File: config.mk
export PLATFORM = sky130hd
export DESIGN_NAME = uart_tx_arbiter
export DESIGN_NICKNAME = d
export VERILOG_FILES = /design/src/rtl/uart_tx_arbiter.sv
export SDC_FILE = /design/constraint.sdc
export NUM_CORES = 1
export LEC_CHECK = 0
export BUFFER_PORTS_ARGS = -buffer_cell sky130_fd_sc_hd__buf_2
export CAP_MARGIN = 25
export CORE_MARGIN = 4
export CORE_UTILIZATION = 45
export DETAILED_ROUTE_END_ITERATION = 16
export GPL_ROUTABILITY_DRIVEN = 0
export PLACE_DENSITY = 0.72
export SLEW_MARGIN = 20
export SYNTH_ARGS = -nofsm -noshare
export SYNTH_HDL_FRONTEND = slang
export SYNTH_SLANG_ARGS = --single-unit
File: constraint.sdc
create_clock -name clk -period 5.6 [get_ports clk]
set_input_delay 1.12 -clock clk [delete_from_list [all_inputs] [get_ports clk]]
set_output_delay 1.12 -clock clk [all_outputs]
set_load 0.03 [all_outputs]
File: src/rtl/uart_tx_arbiter.sv
// Round-robin arbiter that shares one uart_tx among NUM_REQ requesters: it sequences
// the tx_start/tx_busy handshake, latches the granted byte and times out a silent transmitter.
module uart_tx_arbiter #(
    parameter int NUM_REQ      = 4,
    parameter int DATA_W       = 8,
    parameter int BUSY_TIMEOUT = 16
) (
    input  logic                        clk,
    input  logic                        reset,
    input  logic [NUM_REQ-1:0]          req,
    input  logic [NUM_REQ*DATA_W-1:0]   req_data,
    output logic [NUM_REQ-1:0]          ack,
    output logic                        tx_start,
    output logic [DATA_W-1:0]           tx_data,
    input  logic                        tx_busy,
    output logic                        active,
    output logic [$clog2(NUM_REQ)-1:0]  grant_id,
    output logic                        err_timeout
);
    localparam int ID_W  = $clog2(NUM_REQ);
    localparam int CNT_W = $clog2(BUSY_TIMEOUT + 1);

    typedef enum logic [1:0] {S_IDLE, S_START, S_WAIT_ACCEPT, S_WAIT_DONE} state_t;

    state_t             state_q, state_d;
    logic [NUM_REQ-1:0] ack_q, ack_d;
    logic               tx_start_q, tx_start_d;
    logic [DATA_W-1:0]  tx_data_q, tx_data_d;
    logic               active_q, active_d;
    logic [ID_W-1:0]    grant_q, grant_d;
    logic [ID_W-1:0]    ptr_q, ptr_d;
    logic [CNT_W-1:0]   cnt_q, cnt_d;
    logic               err_q, err_d;

    logic [DATA_W-1:0] req_bytes [NUM_REQ];
    for (genvar g = 0; g < NUM_REQ; g++) begin : g_bytes
        assign req_bytes[g] = req_data[g*DATA_W +: DATA_W];
    end

    // Candidate order is ptr+1, ptr+2, ... with wrap; the extra bit holds ptr+i before the wrap.
    logic            found;
    logic [ID_W-1:0] win;
    always_comb begin
        logic [ID_W:0]   cand_w;
        logic [ID_W-1:0] cand;
        found  = 1'b0;
        win    = '0;
        cand_w = '0;
        cand   = '0;
        for (int i = 1; i <= NUM_REQ; i++) begin
            cand_w = {1'b0, ptr_q} + (ID_W+1)'(i);
            if (cand_w >= (ID_W+1)'(NUM_REQ)) cand_w = cand_w - (ID_W+1)'(NUM_REQ);
            cand = cand_w[ID_W-1:0];
            if (!found && |(req & (NUM_REQ'(1) << cand))) begin
                found = 1'b1;
                win   = cand;
            end
        end
    end

    always_comb begin
        state_d    = state_q;
        ack_d      = '0;
        tx_start_d = 1'b0;
        tx_data_d  = tx_data_q;
        grant_d    = grant_q;
        ptr_d      = ptr_q;
        cnt_d      = cnt_q;
        err_d      = 1'b0;
        case (state_q)
            S_IDLE: begin
                if (found && !tx_busy) begin
                    state_d    = S_START;
                    tx_start_d = 1'b1;
                    tx_data_d  = req_bytes[win];
                    grant_d    = win;
                end
            end
            S_START: begin
                cnt_d   = '0;
                state_d = S_WAIT_ACCEPT;
            end
            S_WAIT_ACCEPT: begin
                // Busy wins over the timeout when both land on the last allowed cycle.
                if (tx_busy) begin
                    ack_d   = NUM_REQ'(1) << grant_q;
                    ptr_d   = grant_q;
                    state_d = S_WAIT_DONE;
                end else if (cnt_q == CNT_W'(BUSY_TIMEOUT - 1)) begin
                    err_d   = 1'b1;
                    ptr_d   = grant_q;
                    state_d = S_IDLE;
                end else begin
                    cnt_d = cnt_q + 1'b1;
                end
            end
            S_WAIT_DONE: begin
                if (!tx_busy) state_d = S_IDLE;
            end
            default: state_d = S_IDLE;
        endcase
        active_d = (state_d != S_IDLE);
    end

    always_ff @(posedge clk) begin
        if (reset) begin
            state_q    <= S_IDLE;
            ack_q      <= '0;
            tx_start_q <= 1'b0;
            tx_data_q  <= '0;
            active_q   <= 1'b0;
            grant_q    <= '0;
            ptr_q      <= ID_W'(NUM_REQ - 1);
            cnt_q      <= '0;
            err_q      <= 1'b0;
        end else begin
            state_q    <= state_d;
            ack_q      <= ack_d;
            tx_start_q <= tx_start_d;
            tx_data_q  <= tx_data_d;
            active_q   <= active_d;
            grant_q    <= grant_d;
            ptr_q      <= ptr_d;
            cnt_q      <= cnt_d;
            err_q      <= err_d;
        end
    end

    assign ack         = ack_q;
    assign tx_start    = tx_start_q;
    assign tx_data     = tx_data_q;
    assign active      = active_q;
    assign grant_id    = grant_q;
    assign err_timeout = err_q;
endmodule
==> impl_metrics.csv <==
group,metric,value,unit
setup_path,crit_type,"reg2reg",
sta,post-route-period-util,67.6,%
placed_design,io_buffer_count,55,
flow_run,drv_cap,0,
route,first_pass_iters,4,
finish,drive_gt1_share,25.7,%
global_route,grt_overflow,0,
setup_path,cp-start-kind,"flip-flop",
setup_path,cp.arrival,3.97,ns
synth,yosys.area_share.simple,24.8,%
synth,syn_avg_cell_area,8.21,sq um
synth,synthFlopType,"dfxtp_1",
synth,synth_nets,266,
synth,async_flop_share,0,%
status,status,"completed",
finish,antenna_cells,0,
sta,setup_viol,0,
floorplan,rows,22,
route,drt-wirelength-per-cell,14.7,microns
power_and_ir_drop,ir_worst_vdd,0.0954,mV
power_and_ir_drop,swShare,35.6,%
synth,synth_mux_area_share,5.58,%
setup_path,critPathCapture,"tx_data[4]$_SDFFE_PP0P_",
synth,yosysSeqAreaShare,28.7,%
sta,hold_viol,0,
synth,synth_top_area_share,28.7,%
cts,cts-root-buf,"clkbuf_8",
route,routed_wl,4.64,mm
synth,synth_compound_gate_area_share,31.9,%
power_and_ir_drop,clockPowerShare,26.4,%
sta,worst_hold_slack,0.467,ns
setup_path,cp-end-kind,"flip-flop",
finish,syn2layout_area_growth,19.4,%
sta,slew_headroom,34.7,%
synth,synth_cells,221,
finish,fin_nets,314,
route,drt_iter0_markers,76,
sta,rsz0062_at_grt,"false",
cts,postCtsSetupBuffers,0,
global_route,grt_usage,17.0,%
sta,slew_violations,0,
route,viasPerCell,5.91,
global_route,antenna_found_initial,0,
floorplan,die_area,5110,sq um
floorplan,design.core.area,3770,sq um
setup_path,ff2ff_setup_slack,1.81,ns
cts,htreeDepth,1,
setup_path,r2r_cells,8,
cts,path_clk_slew,0.09,ns
power_and_ir_drop,power_leakage,0.924,nW
synth,synth_xor_area_share,0.482,%
global_route,grt_start_max_net_pins,37,
setup_path,crit_fanout,36,
power_and_ir_drop,seqPwrFrac,36.0,%
synth,ys_ff_latch,26,
global_route,grt_pass1_vias,1586,
setup_path,critPathLaunch,"ptr_q[0]$_SDFFE_PP1P_",
setup_path,r2r_start,"ptr_q[0]$_SDFFE_PP1P_",
route,vias,1869,
cts,postCtsResizedCells,0,
power_and_ir_drop,power.internal,0.000382,W
synth,syn_area,1820,sq um
route,route.detailed.drc,0,
power_and_ir_drop,p_comb_share,37.6,%
placed_design,hpwl,3.39,mm
synth,yosysWarnings,0,
synth,yosys.area.top_type,"dfxtp_1",
sta,worst_pin_slew,0.978,ns
synth,synthTopCellsByArea,"dfxtp_1, nor2_1, or3_1, mux2i_1, a211o_1",
synth,synth_edf_count,0,
synth,synth_fa_ha_area_share,4.14,%
power_and_ir_drop,p_sw,0.000211,W
floorplan,boundaryPins,56,
cts,cts_tree,"done",
sta,finClkSkew,0.00449,ns
sta,fmax,264,MHz
sta,fin_tns_setup,0,ns
sta,min_period,3.79,ns
synth,synth_cell_types,44,
route,ant_nets,0,
cts,clock-sinks,26,
cts,holdBufCountCts,0,
floorplan,start_util,48.1,%
global_route,grt_pass1_wl,7.09,mm
cts,clk_latency,0.27,ns
hold_path,hold_path_class,"reg2reg",
synth,synth_top_family_by_area,"compound AO/OA/AOI/OAI gates",
setup_path,worstPathRequired,5.79,ns
cts,clock_path_buffers,2,
floorplan,die_x,71.5,microns
floorplan,die_y,71.5,microns
power_and_ir_drop,powerDensity,274,nW/um^2
cts,cts_buffers,3,
setup_path,r2r-end,"tx_data[4]$_SDFFE_PP0P_",
layer usage:
layer  vias to the layer above  share of wire, %  global-route usage [%]  wire, microns
li1                        940                 -                       -              -
met4                         0               1.1                    5.01             52
met3                         4               6.1                    2.81            284
met2                        52                47                    28.7           2160
met5                         -                 0                       0              0
met1                       873                46                    22.3           2140
registers in the layout (all words and copies together), names as in the netlist:
| signal | cells |
|---|---|
| ack | 4 |
| err_timeout | 1 |
| state_q | 2 |
| tx_start | 1 |
| cnt_q | 5 |
| grant_id | 2 |
| tx_data | 8 |
| active | 1 |
| ptr_q | 2 |
final cells by class:
class                   instances  area (sq um)
clock buffers                   3          41.3
clock inverters                 1          30.0
fillers                       360          1600
inverters                       3          11.3
multi-input cells             179          1220
flip-flops and latches         26           520
well taps                      48          60.1
repair buffers                 56           283
power by group through the flow:
| stage | combinational [W] | clock (W) | sequential, W |
|---|---|---|---|
| 2_1_floorplan | 0.000146 | 0 | 0.000240 |
| 3_3_place_gp | 0.000220 | 0 | 0.000218 |
| 3_5_place_dp | 0.000222 | 0 | 0.000218 |
| 4_1_cts | 0.000222 | 0.000160 | 0.000214 |
| 5_1_grt | 0.000242 | 0.000166 | 0.000216 |
| 6_report | 0.000223 | 0.000157 | 0.000214 |
cells in the final DEF (no fill, tap or decap), types with 2 or more instances in the layout:
cell type  count
a211oi_1       2
or3_1         16
a311oi_2       3
dfxtp_1       26
a21boi_0       8
nand2_1        5
a311oi_1       5
a221oi_1       9
a31oi_1        2
ha_1           6
mux2i_1        9
and2_1         4
o21ai_0       10
nand2b_1       3
nor2_1        41
a22oi_1        4
nand4_1        8
nand3_1        2
a211o_1       10
clkbuf_8       3
nor3_1         2
buf_2         55
and3_1         2
inv_1          3
a22o_1         3
a21oi_1        9
Yosys cell counts (2+ instances only):
master and instances:
nor2_1 41, dfxtp_1 26, or3_1 16, a211o_1 10
o21ai_0 10, a21oi_1 9, a221oi_1 9, mux2i_1 9
a21boi_0 8, clkbuf_1 8, nand4_1 8, ha_1 6
a311oi_1 5, nand2_1 5, a22oi_1 4, and2_1 4
a22o_1 3, a311oi_2 3, inv_1 3, nand2b_1 3
a211oi_1 2, a31oi_1 2, and3_1 2, buf_4 2
nand3_1 2, nor3_1 2, nor4_1 2
worst min-delay path by stage:
stage	start	to	slack [ns]	depth (start not counted)
CTS	cnt_q[3]$_SDFFE_PP0P_	cnt_q[3]$_SDFFE_PP0P_	0.47	1
floorplan	cnt_q[3]$_SDFFE_PP0P_	cnt_q[3]$_SDFFE_PP0P_	0.43	1
detailed placement	cnt_q[3]$_SDFFE_PP0P_	cnt_q[3]$_SDFFE_PP0P_	0.45	1
finish	cnt_q[3]$_SDFFE_PP0P_	cnt_q[3]$_SDFFE_PP0P_	0.47	1
global route	cnt_q[3]$_SDFFE_PP0P_	cnt_q[3]$_SDFFE_PP0P_	0.51	1
global placement	cnt_q[3]$_SDFFE_PP0P_	cnt_q[3]$_SDFFE_PP0P_	0.45	1
per-stage QoR:
step                worst slack (ns)  util [%]  instance area (sq um)  total power, W  instances
finish                          1.81      57.5                   2170        0.000593        316
global route                    1.59      57.5                   2170        0.000624        316
CTS                             1.86      57.5                   2170        0.000595        316
detailed placement              1.87      55.6                   2100        0.000440        312
global placement                1.93      55.6                   2100        0.000438        312
floorplan                       2.68         -                   1820        0.000386        221
worst max-delay path: stages, from the launching register on:
cell      delay [ns]
dfxtp_1         0.75
inv_1           0.63
ha_1            0.47
a22o_1          0.22
or2_4           0.27
a21oi_4         0.59
a221oi_1        0.17
a211o_1         0.33
a311oi_1        0.25
kinds of logic (layout without fill, tap and decap cells):
group / Yosys count / count (layout)
xor+xnor: 1 / 1
simple gates: 90 / 90
flops: 26 / 26
buf+inv: 16 / 63
fa+ha+maj: 6 / 6
compound gates: 72 / 72
mux: 10 / 10
(Power assumes the default switching activity.)
